==> src/rtl/div_unit.sv <==
// div_unit -- multicycle signed 32-bit integer divider for the DIV instruction.
//
// A start command latches operand magnitudes and runs a 32-iteration restoring
// division. The result is then sign-corrected: the quotient truncates toward
// zero and the remainder takes the sign of the dividend.
//
// Ports:
//   clk         in   system clock, rising edge
//   reset       in   synchronous reset, active-low
//   divControl  in   2'b00 no-op, 2'b01 start DIV, 2'b10 abort, 2'b11 DIVU/no-op
//   a, b        in   dividend / divisor, sampled on the accepted start edge
//   hi          out  remainder; holds between operations
//   lo          out  quotient; holds between operations
//   busy        out  high while an operation is in flight
//   done        out  one-cycle pulse, hi/lo valid
//   div0        out  one-cycle pulse, start was issued with a zero divisor
//
// Build option: define DIV_UNIT_DIVU_EN to make 2'b11 start an unsigned DIVU.
// Without it, 2'b11 is a no-op in every state.

module div_unit (
    input  logic        clk,
    input  logic        reset,
    input  logic [1:0]  divControl,
    input  logic [31:0] a,
    input  logic [31:0] b,
    output logic [31:0] hi,
    output logic [31:0] lo,
    output logic        busy,
    output logic        done,
    output logic        div0
);

    typedef enum logic [1:0] {IDLE, CALC, FIX, DONE} state_t;

    state_t      state, stateNext;
    logic [32:0] rem;
    logic [31:0] quot;
    logic [31:0] divisor;
    logic [4:0]  cnt;
    logic        signQ, signR;

    logic        isStart, isUnsigned, isAbort;
    logic [31:0] magA, magB;
    logic [32:0] shifted;
    logic [33:0] trial;

`ifdef DIV_UNIT_DIVU_EN
    assign isStart    = (divControl == 2'b01) || (divControl == 2'b11);
    assign isUnsigned = (divControl == 2'b11);
`else
    assign isStart    = (divControl == 2'b01);
    assign isUnsigned = 1'b0;
`endif
    assign isAbort = (divControl == 2'b10);

    // Magnitudes wrap in 32-bit unsigned arithmetic, so |0x80000000| stays 0x80000000.
    always_comb begin
        magA = (isUnsigned || !a[31]) ? a : -a;
        magB = (isUnsigned || !b[31]) ? b : -b;
    end

    // One restoring step; trial is one bit wider than rem so its MSB is a clean borrow.
    always_comb begin
        shifted = {rem[31:0], quot[31]};
        trial   = {1'b0, shifted} - {2'b00, divisor};
    end

    always_ff @(posedge clk) begin
        if (!reset) begin
            state <= IDLE;
        end else begin
            state <= stateNext;
        end
    end

    always_comb begin
        stateNext = state;
        case (state)
            IDLE: begin
                if (isStart && (b != '0)) begin
                    stateNext = CALC;
                end
            end
            CALC: begin
                if (isAbort) begin
                    stateNext = IDLE;
                end else if (cnt == 5'd31) begin
                    stateNext = FIX;
                end
            end
            FIX: begin
                if (isAbort) begin
                    stateNext = IDLE;
                end else begin
                    stateNext = DONE;
                end
            end
            DONE: begin
                stateNext = IDLE;
            end
            default: begin
                stateNext = IDLE;
            end
        endcase
    end

    // Status outputs are registered from the next state so they line up with it.
    always_ff @(posedge clk) begin
        if (!reset) begin
            busy <= 1'b0;
            done <= 1'b0;
        end else begin
            busy <= (stateNext != IDLE);
            done <= (stateNext == DONE);
        end
    end

    always_ff @(posedge clk) begin
        if (!reset) begin
            rem     <= '0;
            quot    <= '0;
            divisor <= '0;
            cnt     <= '0;
            signQ   <= 1'b0;
            signR   <= 1'b0;
            hi      <= '0;
            lo      <= '0;
            div0    <= 1'b0;
        end else begin
            div0 <= 1'b0;
            case (state)
                IDLE: begin
                    if (isStart) begin
                        if (b == '0) begin
                            div0 <= 1'b1;
                        end else begin
                            quot    <= magA;
                            divisor <= magB;
                            rem     <= '0;
                            cnt     <= '0;
                            signQ   <= !isUnsigned && (a[31] ^ b[31]);
                            signR   <= !isUnsigned && a[31];
                        end
                    end
                end
                CALC: begin
                    if (!isAbort) begin
                        if (!trial[33]) begin
                            rem  <= trial[32:0];
                            quot <= {quot[30:0], 1'b1};
                        end else begin
                            rem  <= shifted;
                            quot <= {quot[30:0], 1'b0};
                        end
                        cnt <= cnt + 5'd1;
                    end
                end
                FIX: begin
                    if (!isAbort) begin
                        lo <= signQ ? -quot : quot;
                        hi <= signR ? -rem[31:0] : rem[31:0];
                    end
                end
                default: begin
                end
            endcase
        end
    end

endmodule
==> config.mk <==
export PLATFORM = sky130hd
export DESIGN_NAME = div_unit
export DESIGN_NICKNAME = d
export VERILOG_FILES = /design/src/rtl/div_unit.sv
export SDC_FILE = /design/constraint.sdc
export NUM_CORES = 1
export LEC_CHECK = 0
export ABC_AREA = 1
export CAP_MARGIN = 10
export CELL_PAD_IN_SITES_DETAIL_PLACEMENT = 0
export CELL_PAD_IN_SITES_GLOBAL_PLACEMENT = 1
export CORE_MARGIN = 1
export CORE_UTILIZATION = 45
export DETAILED_ROUTE_END_ITERATION = 8
export DONT_BUFFER_PORTS = 1
export PLACE_DENSITY_LB_ADDON = 0.05
export SLEW_MARGIN = 20
export SYNTH_ARGS = -nofsm -noshare
export SYNTH_HDL_FRONTEND = slang
export SYNTH_SLANG_ARGS = --single-unit
==> constraint.sdc <==
create_clock -name clk -period 2.88 [get_ports clk]
set_input_delay 0.288 -clock clk [delete_from_list [all_inputs] [get_ports clk]]
set_output_delay 0.288 -clock clk [all_outputs]
set_load 0.03 [all_outputs]
Word level (Yosys, flattened, before mapping)

Cells that the tools add are included.

Reductions and logical operators: 10
Add/subtract/negate cells: 6
Eq/ne operators: 10
Muxes and demuxes: 24
Bitwise gates (word level): 3

Operators by type and width:

| cell                | count |
|---|---|
| $mux 32             | 11 |
| $neg 32->32         | 4 |
| $pmux 32 s2         | 2 |
| $sub 33x32->34      | 1 |
| $logic_not 32->1    | 1 |
| $reduce_bool 32->1  | 1 |
| $mux 5              | 3 |
| $pmux 5 s2          | 1 |
| $eq 2x2->1 const B  | 4 |
| $mux 2              | 4 |
| $pmux 2 s4          | 1 |
| $ne 2x2->1 const B  | 3 |
| $reduce_and 3->1    | 2 |
| $add 5x1->5 const B | 1 |
| $eq 5x5->1 const B  | 1 |
| $eq 2x1->1 const B  | 2 |
| $reduce_and 4->1    | 1 |
| $reduce_bool 2->1   | 2 |
| $logic_not 2->1     | 1 |
| $mux 1              | 2 |
| $not 1->1           | 2 |
| $reduce_and 2->1    | 1 |
| $logic_and 1x1->1   | 1 |
| $xor 1x1->1         | 1 |

Input bits: 68
Register bits after elaboration: 172
Word-level logic and storage cells: 65
Output and inout port bits: 67

Logic depth before layout (Yosys ltp)

Depth after elaboration: 5
Gate-level depth with buffers: 17
Depth with buffers taken out: 16

Worst setup path before layout

OpenSTA, ideal clock, no wires.

Kind: register to register
From: register quot[31]
To: register rem[28]
Required time: 2.744 ns
Data arrival time: 1.849 ns
Path buffers: 0
Period minus slack after synthesis: 1.985 ns
Stages on the path, launching flop included: 17
Path slack: 0.895 ns
Library setup time: 0.136 ns
Cell sequence: dfxtp_1 > inv_1 > ha_1 > inv_1 > fa_1 > nand3_1 > nand3_1 > nand2_1 > nand2_1 > nand2_1 > nand2_1 > nand2_1 > nand2_1 > nand2_1 > nand3_1 > nand2_1 > a21oi_2

Longest elaborated chain between the ends: 4

Ends and longest elaborated chain:

| item                     | RTL line | text |
|---|---|---|
| start: declaration       | 38       | `logic [31:0] quot;` |
| start signal: assignment | 138      | `quot <= magA;` |
| start signal: assignment | 151      | `quot <= {quot[30:0], 1'b1};` |
| start signal: assignment | 154      | `quot <= {quot[30:0], 1'b0};` |
| $sub 33x32->34           | 66       | `trial = {1'b0, shifted} - {2'b00, divisor};` |
| $mux 32                  | 149      | `if (!trial[33]) begin` |
| $mux 32                  | 148      | `if (!isAbort) begin` |
| $pmux 32 s2              | 132      | `case (state)` |
| end signal: assignment   | 150      | `rem <= trial[32:0];` |
| end signal: assignment   | 153      | `rem <= shifted;` |
| end: declaration         | 37       | `logic [32:0] rem;` |

No other way between the ends. The select of a mux whose other input is x is not followed.
A chain may end at the register's enable or synchronous reset.

Worst setup path in the final report

From: register quot[31]
To: register rem[14]

Same word-level chain as after synthesis.

==> impl_metrics.env <==
export IMPL_whs_ps=22.3
export IMPL_setup_tns_ps=0
export IMPL_cts_buffers_inserted=17
export IMPL_yosys_warnings=0
export IMPL_ioPinCount=135
export IMPL_drive_above_1_share_pct=4.48
export IMPL_cp_slowest_cell="fa_1"
export IMPL_vias=13400
export IMPL_drcViolationCount=0
export IMPL_syn_nets=2272
export IMPL_clk_pin_slew_ps=70
export IMPL_worstPathArrival_ps=2970
export IMPL_ys_top_cells_by_area="dfxtp_1, nand2_1, inv_1, nand3_1, nor2_1"
export IMPL_r2r_end="rem[14]"
export IMPL_cp_depth=14
export IMPL_synth_area_mm2=0.0129
export IMPL_worst_slack_ps=229
export IMPL_path_class="flop to flop"
export IMPL_hp_class="input pin to flop"
export IMPL_min_from="reset"
export IMPL_core_mm2=0.0280
export IMPL_insertedDiodeCount=0
export IMPL_drtIter0Drc=1146
export IMPL_die_w_um=171
export IMPL_dieArea_mm2=0.0294
export IMPL_synth_edf_count=0
export IMPL_io_buffers=0
export IMPL_crit_path_start_kind="flop"
export IMPL_dr_pass1_iters=6
export IMPL_irDropWorstVdd_mv=0.692
export IMPL_ff2ff_path_depth=14
export IMPL_num_rows=61
export IMPL_place_congestion=0.918
export IMPL_grt_ovfl_total=0
export IMPL_synth_most_common_cell="nand2_1"
export IMPL_dpl_cell_area_mm2=0.0132
export IMPL_dp_slack_ps=302
export IMPL_crit_family="simple AND/OR/NAND/NOR gates"
export IMPL_die_height_um=171
export IMPL_grt_max_degree=116
export IMPL_setup_violations_final=0
export IMPL_max_stage_delay_ps=450
export IMPL_dp_hpwl_um=34400
export IMPL_cp_end_kind="flop"
export IMPL_cp_cell_sequence="inv_1 -> ha_1 -> inv_1 -> fa_1 -> nand3_1 -> nand3_1 -> nand2_1 -> nand2_1 -> nand2_1 -> nand2_1 -> xnor2_1 -> nand2_1 -> nand3_1 -> a21oi_1"
export IMPL_slew_viol_final=0
export IMPL_met2WireLength_um=19200
export IMPL_insertion_delay_ps=440
export IMPL_syn_avg_cell_area_um2=5.97
export IMPL_post_drt_wl_per_cell_um=17.8
export IMPL_cts_max_path_buffers=2
export IMPL_cts_tree="yes"
export IMPL_grt_pass1_wl_um=69400
export IMPL_tightest_slew_ps=616
export IMPL_wl_met3_um=3440
export IMPL_fin_util_pct=49.5
export IMPL_clock_root_buffer="clkbuf_16"
export IMPL_netlist_area_leader_share_pct=26.7
export IMPL_min_path_cells=2
export IMPL_ys_seq_area_share_pct=26.7
export IMPL_max_slew_margin_pct=58.6
export IMPL_reg2reg_from="quot[31]"
export IMPL_clkSinkCount=172
export IMPL_final_period_utilization_pct=92.0
export IMPL_crit_buf_inv=2
export IMPL_initial_utilization_pct=46.1
export IMPL_ant_nets=0
export IMPL_dp_cells=2482
export IMPL_reg2reg_setup_slack_ps=230
export IMPL_synthCells=2165
export IMPL_crit_required_ps=3200
export IMPL_status="finished clean"
export IMPL_grt_pass1_vias=12400
export IMPL_fmax_mhz=377
export IMPL_wl_met1_um=21600
export IMPL_syn_to_final_growth_pct=7.30
export IMPL_antenna_found_initial=0
export IMPL_worst_path_most_repeated_cell="nand2_1"
export IMPL_fin_worst_skew_ps=8.74
export IMPL_grt_setup_unrepaired="no"
export IMPL_synth_ff_type="dfxtp_1"
export IMPL_synthArstFlopShare_pct=0
export IMPL_maxCapViolCount=0
export IMPL_finalCriticalPeriod_ps=2650
export IMPL_synth_common_cells="nand2_1, inv_1, nor2_1"
export IMPL_wl_um=44900
export IMPL_hold_violations=0
export IMPL_globalRouteTotalUtil_pct=31.2
export IMPL_top_layer_used="met4"
export IMPL_drt_vias_per_instance=5.33
export IMPL_cp_max_fo=4
export IMPL_synth_seq_cells=172
export IMPL_power_total_mw=10.5
export IMPL_cellPowerDensity_mw_per_mm2=755
export IMPL_synth_cell_types=47
export IMPL_h_tree_depth=4
export IMPL_fin_nets=2236
export IMPL_instances_no_fill=2520
export IMPL_synth_top_area_cell="dfxtp_1"
export IMPL_p_leak_nw=6.81
export IMPL_design_area_mm2=0.0139
export IMPL_hold_end="divisor[25]"
## flip-flops by register name, summed over array words and instances (netlist names)
register and cells:
signR 1, quot 32, hi 32, divisor 32, cnt 5, rem 32
lo 32, done 1, div0 1, state 2, signQ 1, busy 1
## logic make-up after synthesis
logic type / count (synthesis) / share of synthesized area [%]
flip-flops: 172 / 26.7
buffers and inverters: 404 / 12.6
XOR/XNOR: 70 / 4.75
AND/OR/NAND/NOR: 1122 / 37.2
adder cells (fa/ha/maj): 39 / 3.84
AO/OA/AOI/OAI: 358 / 15.0
## cell type report
cell class,count,area [um2]
Tap cell,378,473
Fill cell,3073,14200
Clock inverter,14,166
Multi-Input combinational cell,1589,7850
Sequential cell,172,3440
Clock buffer,18,439
Inverter,323,1210
Timing Repair Buffer,26,275
## what timing repair did
| action | 4_1_cts | 5_1_grt |
|---|---|---|
| hold endpoints to repair | 61 | 0 |
| hold buffers | 6 | 0 |
| gates resized for setup | 0 | 0 |
| buffers inserted | 0 | 0 |
## per-layer routing
metal  up-vias  GRT usage (%)
li1       6866              -
met2       422           47.7
met4         0           7.07
met5         -              0
met1      6095           44.8
met3        38           6.05
## cells in the final DEF, fill, tap and decap left out, types with 2 or more instances in the layout
master / synthesis / final
nand2_1: 567 / 567
inv_1: 319 / 318
nor2_1: 236 / 236
nand3_1: 211 / 211
a21oi_1: 174 / 174
dfxtp_1: 172 / 172
o21ai_0: 126 / 126
xor2_1: 49 / 49
ha_1: 38 / 38
nor3_1: 34 / 34
nand4_1: 23 / 23
xnor2_1: 21 / 21
clkbuf_16: 0 / 17
buf_4: 5 / 17
o211ai_1: 12 / 12
nand3b_1: 9 / 9
a21oi_2: 8 / 8
nor4_1: 8 / 8
a31oi_1: 8 / 8
nor2_2: 7 / 7
o221ai_1: 7 / 7
o21ai_1: 5 / 5
or2_2: 5 / 5
inv_6: 0 / 5
inv_2: 3 / 4
o21bai_1: 4 / 4
nor2_4: 4 / 4
and2_1: 4 / 4
o31ai_1: 4 / 4
o22ai_1: 4 / 4
buf_12: 0 / 4
dlygate4sd3_1: 0 / 4
nand2_4: 3 / 3
o21ai_2: 3 / 3
nor3b_1: 3 / 3
clkinv_8: 0 / 3
nand3_2: 2 / 2
inv_8: 0 / 2
## power breakdown
group          switching [mW]  internal, mW  total [mW]
sequential              0.607          2.79        3.40
combinational            3.26          1.40        4.65
clock                    1.15          1.26        2.41
total                    5.01          5.45        10.5
## how the worst max path moves through the flow
| stage | end | slack [ps] | startpoint |
|---|---|---|---|
| after floorplan | rem[28] | 890 | quot[31] |
| after detailed placement | rem[12] | 300 | quot[31] |
| after global routing | rem[28] | 50 | quot[31] |
| final | rem[14] | 230 | quot[31] |
| after global placement | rem[28] | 300 | quot[31] |
| after CTS | rem[12] | 290 | quot[31] |
No activity file was read; power rests on OpenSTA's default activity.
==> edit 1, RTL diff (same settings) <==
Re-encode `state_t` (4 states) as one-hot, 4 bits wide.
--- a/src/rtl/div_unit.sv
+++ b/src/rtl/div_unit.sv
@@ -31,7 +31,7 @@
     output logic        div0
 );
 
-    typedef enum logic [1:0] {IDLE, CALC, FIX, DONE} state_t;
+    typedef enum logic [3:0] {IDLE = 4'b0001, CALC = 4'b0010, FIX = 4'b0100, DONE = 4'b1000} state_t;
 
     state_t      state, stateNext;
     logic [32:0] rem;
Behaviour: same outputs for any inputs over 10 cycles, from zero or initial values and one cycle with reset low; not proved beyond that.
==> edit 1 against the unedited design <==
Non-clock buffer count fell by 9. Sequential cell count is 2 higher. Design area shrank 1.1%. Area after synthesis is 0.38% lower. Critical path depth is 2 lower. Worst setup slack better by 75 ps. Maximum frequency is 2.9% higher. Routed wire length shrank 5.8%.
Power is not compared: it rests on default switching activity, and its combinational part moved more than twofold at a synthesized area within 25%.
==> edit 1: results (changes against the unedited design) <==
Register area share after synthesis: 27.1% (+0.41 points)
Syn Area/Cell: 6.08 sq um (+1.9%)
Top post-synthesis cells by area: dfxtp_1 27%, nand2_1 15%, inv_1 9.5%
Peak VDD IR: 0.367 mV
Clock Path Buffers: 2 (unchanged)
Worst reg2reg path startpoint: rem[21]
Setup bufs post-CTS: 0 (unchanged)
Pre-antenna DRT Iters: 7 (+1)
Ant diodes: 0 (unchanged)
Syn_nets: 2,223 (-2.2%)
DR iter-0 viols: 1,037 (-9.5%)
CTS root buffer: clkbuf_16
Hold-critical path endpoint: hi[22]
Async set-reset flop share out of synthesis: 0% (unchanged)
Hold path depth: 2 (unchanged)
R2R Setup Slk: 300 ps (+80 ps)
Share of post-route cells with drive strength above 1: 4.99% (+0.51 points)
Routed WL: 42.3 mm (-5.8%)
FF-to-FF End: rem[14]
CP arrival: 2850 ps (-120 ps)
CP Max Fanout: 32 (+28)
Post-synth top cells: 525 x nand2_1, 327 x inv_1, 198 x nand3_1
Dpl cells: 2,430 (-2.1%)
Clock Latency Late Sink: 430 ps
H-tree depth: 4 (unchanged)
Worst-margin pin slew: 846 ps (+230 ps)
Initial antenna violation count: 0 (unchanged)
Hold path start: reset
Minimum hold slack: 7.84 ps (-14.5 ps)
Main flop type after synthesis: dfxtp_1
Clock slew at the register clock pins of the worst setup and hold paths: 70 ps (about the same)
Hold WC Path Type: input port to register
Status: completed
Via-to-Cell Ratio: 5.32 (-0.13%)
Worst R2R Path Depth: 12 (-2)
Number of buffers added on ports: 0 (unchanged)
Number of CTS-inserted buffers: 17 (unchanged)
Vias in the first global route: 12,100 (-1.9%)
Largest net degree at the start of global routing: 116 (unchanged)
Yosys warning total: 0 (unchanged)
Cell variety after synth: 48 (+2.1%)
Setup Skew: 13.7 ps (+5.00 ps)
GRT Residual Overflow: 0 (unchanged)
CTS resizes: 0 (unchanged)
Total track usage: 29.4% (-1.9 points)
Pleak: 6.74 nW
Gpl congestion: 0.970 (+5.7%)
Hold_buf cts: 1 (-5)
DR WL/cell: 17.2 um (-3.6%)
First-pass GRT wire length: 66.3 mm (-4.4%)
Hpwl dp: 33.1 mm (-3.7%)
edit 1: logic make-up (layout without fill, tap and decap cells):
logic type	after synthesis	after routing	share of synthesized area [%]
adder cells (fa/ha/maj)	39	39	3.85
AO/OA/AOI/OAI	385	385	17.1
flip-flops	174	174	27.1
AND/OR/NAND/NOR	1029	1029	34.1
buffers and inverters	413	382	12.7
XOR/XNOR	76	76	5.17
edit 1: cell type report:
cell class                      instances  area, sq um
Clock inverter                         13          150
Fill cell                            3066        14200
Inverter                              333         1250
Timing Repair Buffer                   17          168
Tap cell                              378          473
Sequential cell                       174         3480
Multi-Input combinational cell       1529         7750
Clock buffer                           19          433
edit 1: per-stage QoR:
step | power (mW) | worst slack, ps | instance area [sq um]
finish | 6.21 | 304 | 13700
detailed placement | 3.89 | 366 | 13100
global route | 6.51 | 61.2 | 13700
floorplan | 3.58 | 886 | 12900
global placement | 3.90 | 370 | 13100
CTS | 6.24 | 347 | 13700
edit 1: layer usage:
layer  up-vias  share of wire, %  routed length (um)  track usage (%)
met4         0               1.7                 732             7.22
li1       6732                 -                   -                -
met2       381                44               18800             47.0
met3        33               6.5                2740             4.79
met5         -                 0                   0                0
met1      5954                47               20100             40.8
edit 1: worst max-delay path, cell delays in order (launching register included):
cell and delay (ps):
dfxtp_1 570, ha_1 360, nand2_1 130, inv_1 70
nand2_1 120, inv_1 90, a21oi_2 200, nor2_1 90
nor2_4 100, buf_4 340, nand3_1 170, nand3_1 120
a21oi_1 60
edit 1: report_power, final:
| group | total, mW | internal [mW] | switching [mW] | leakage (nW) |
|---|---|---|---|---|
| Sequential | 2.56 | 2.48 | 0.0724 | 1.41 |
| Combinational | 1.30 | 0.405 | 0.894 | 5.05 |
| Clock | 2.35 | 1.30 | 1.05 | 0.280 |
edit 1: worst max-delay path by stage:
| stage | slack [ps] | endpoint | start | cells after the start |
|---|---|---|---|---|
| after floorplan | 890 | rem[19] | rem[21] | 12 |
| after global placement | 370 | rem[28] | rem[22] | 14 |
| after detailed placement | 370 | rem[29] | rem[21] | 14 |
| after CTS | 350 | rem[14] | rem[22] | 12 |
| after global routing | 60 | rem[27] | rem[22] | 14 |
| final | 300 | rem[14] | rem[21] | 12 |
==> edit 2, RTL diff (same settings) <==
Without the edit above. The option `DIV_UNIT_DIVU_EN` is turned on by a define.
--- a/src/rtl/div_unit.sv
+++ b/src/rtl/div_unit.sv
@@ -17,6 +17,8 @@
 //
 // Build option: define DIV_UNIT_DIVU_EN to make 2'b11 start an unsigned DIVU.
 // Without it, 2'b11 is a no-op in every state.
+
+`define DIV_UNIT_DIVU_EN
 
 module div_unit (
     input  logic        clk,
Behaviour: not the same (Yosys sat finds a counterexample within 4 cycles, from zero or initial values and one cycle with reset low).
==> edit 2 against the unedited design <==
Final cell count down 0.40%. Area after synthesis fell by 1.2%. Total power is 26% lower. Utilization decreased by 0.13 points. Worst setup slack better by 75 ps. Global-route usage shrank 2.3 points. Critical path depth decreased by 1. Sequential cell count unchanged. Routed wire length shrank 6.6%. Count of clock-buffer cells in the layout down 1. Highest routed layer unchanged. Design area down 0.80%.
==> edit 2: results (changes against the unedited design) <==
First-pass GRT wire length: 64.8 mm (-6.5%)
Hold_buf cts: 4 (-2)
Dpl cells: 2,474 (-0.32%)
Pleak: 6.84 nW (+0.33%)
Gpl congestion: 0.988 (+7.6%)
Worst reg2reg path startpoint: rem[6]
Via-to-Cell Ratio: 5.25 (-1.4%)
CP arrival: 2910 ps (-60 ps)
Status: completed
Rel. slew slack: 53.0% (-5.6 points)
Seq area share: 25.0% (+0.20 points)
Multi-input gate count: 1,554 (-2.2%)
Routed WL: 42.0 mm (-6.6%)
Pre-antenna DRT Iters: 5 (-1)
Highest Clock Rate: 388 MHz (+2.9%)
Area of the multi-input gates: 7660 sq um (-2.3%)
Clock slew at the register clock pins of the worst setup and hold paths: 90 ps (+20 ps)
Int Power: 4.53 mW (-17%)
Register area share after synthesis: 27.0% (+0.34 points)
Dpl ws: 407 ps (+105 ps)
CP Max Fanout: 33 (+29)
Top post-synthesis cells by area: dfxtp_1 27%, nand2_1 18%, inv_1 10%
Met1 Usage GRT: 38.0% (-6.8 points)
Seq pwr: 2.94 mW (-14%)
DR iter-0 viols: 1,015 (-11%)
Met3 routed WL: 2.54 mm (-26%)
Minimum hold slack: 18.8 ps (-3.47 ps)
Layout non-clock buf frac: 1.77% (-0.22 points)
M2 GR Usage: 47.9% (+0.18 points)
Setup Skew: 30.5 ps (+21.8 ps)
Share of post-route cells with drive strength above 1: 3.85% (-0.64 points)
Syn_nets: 2,254 (-0.79%)
Met3 Resource Use GR: 4.30% (-1.7 points)
Synth Instances: 2,147 (-0.83%)
Non-clock buffers: 28 (+7.7%)
Inverter count: 346 (+7.1%)
Metal2 WL: 18.9 mm (-1.9%)
Final clock-cell share: 4.54% (+0.17 points)
Worst path slowest cell: dfxtp_1
Total track usage: 28.9% (-2.3 points)
Wire length on met1: 19.3 mm (-11%)
Hpwl dp: 32.9 mm (-4.2%)
FILL cells: 3,015 (-1.9%)
edit 2: cell types whose count changed after synthesis, sizes merged, moves of 4 or more:
cell,before,now
nor3,36,23
o21ai,134,116
o22ai,4,8
xor2,49,56
a31oi,8,16
o221ai,7,16
a22oi,0,10
nand2,571,607
a21oi,182,124
nand3,213,182
buf,42,33
inv,323,344
edit 2: final timing paths:
kind / end / depth (start not counted)
worst min-delay path: divisor[29] / 2
worst max-delay path: rem[25] / 13
worst max register to register: rem[25] / 13
worst min register to register: cnt[4] / 2
edit 2: cell families (layout without fill, tap and decap cells):
kind of cell             Yosys count  count (layout)  synth area share, %
adder cells (fa/ha/maj)           39              39                 3.89
AO/OA/AOI/OAI                    313             313                 13.7
flip-flops                       172             172                 27.0
AND/OR/NAND/NOR                 1124            1124                 37.0
XOR/XNOR                          78              78                 5.36
buffers and inverters            421             406                 13.0
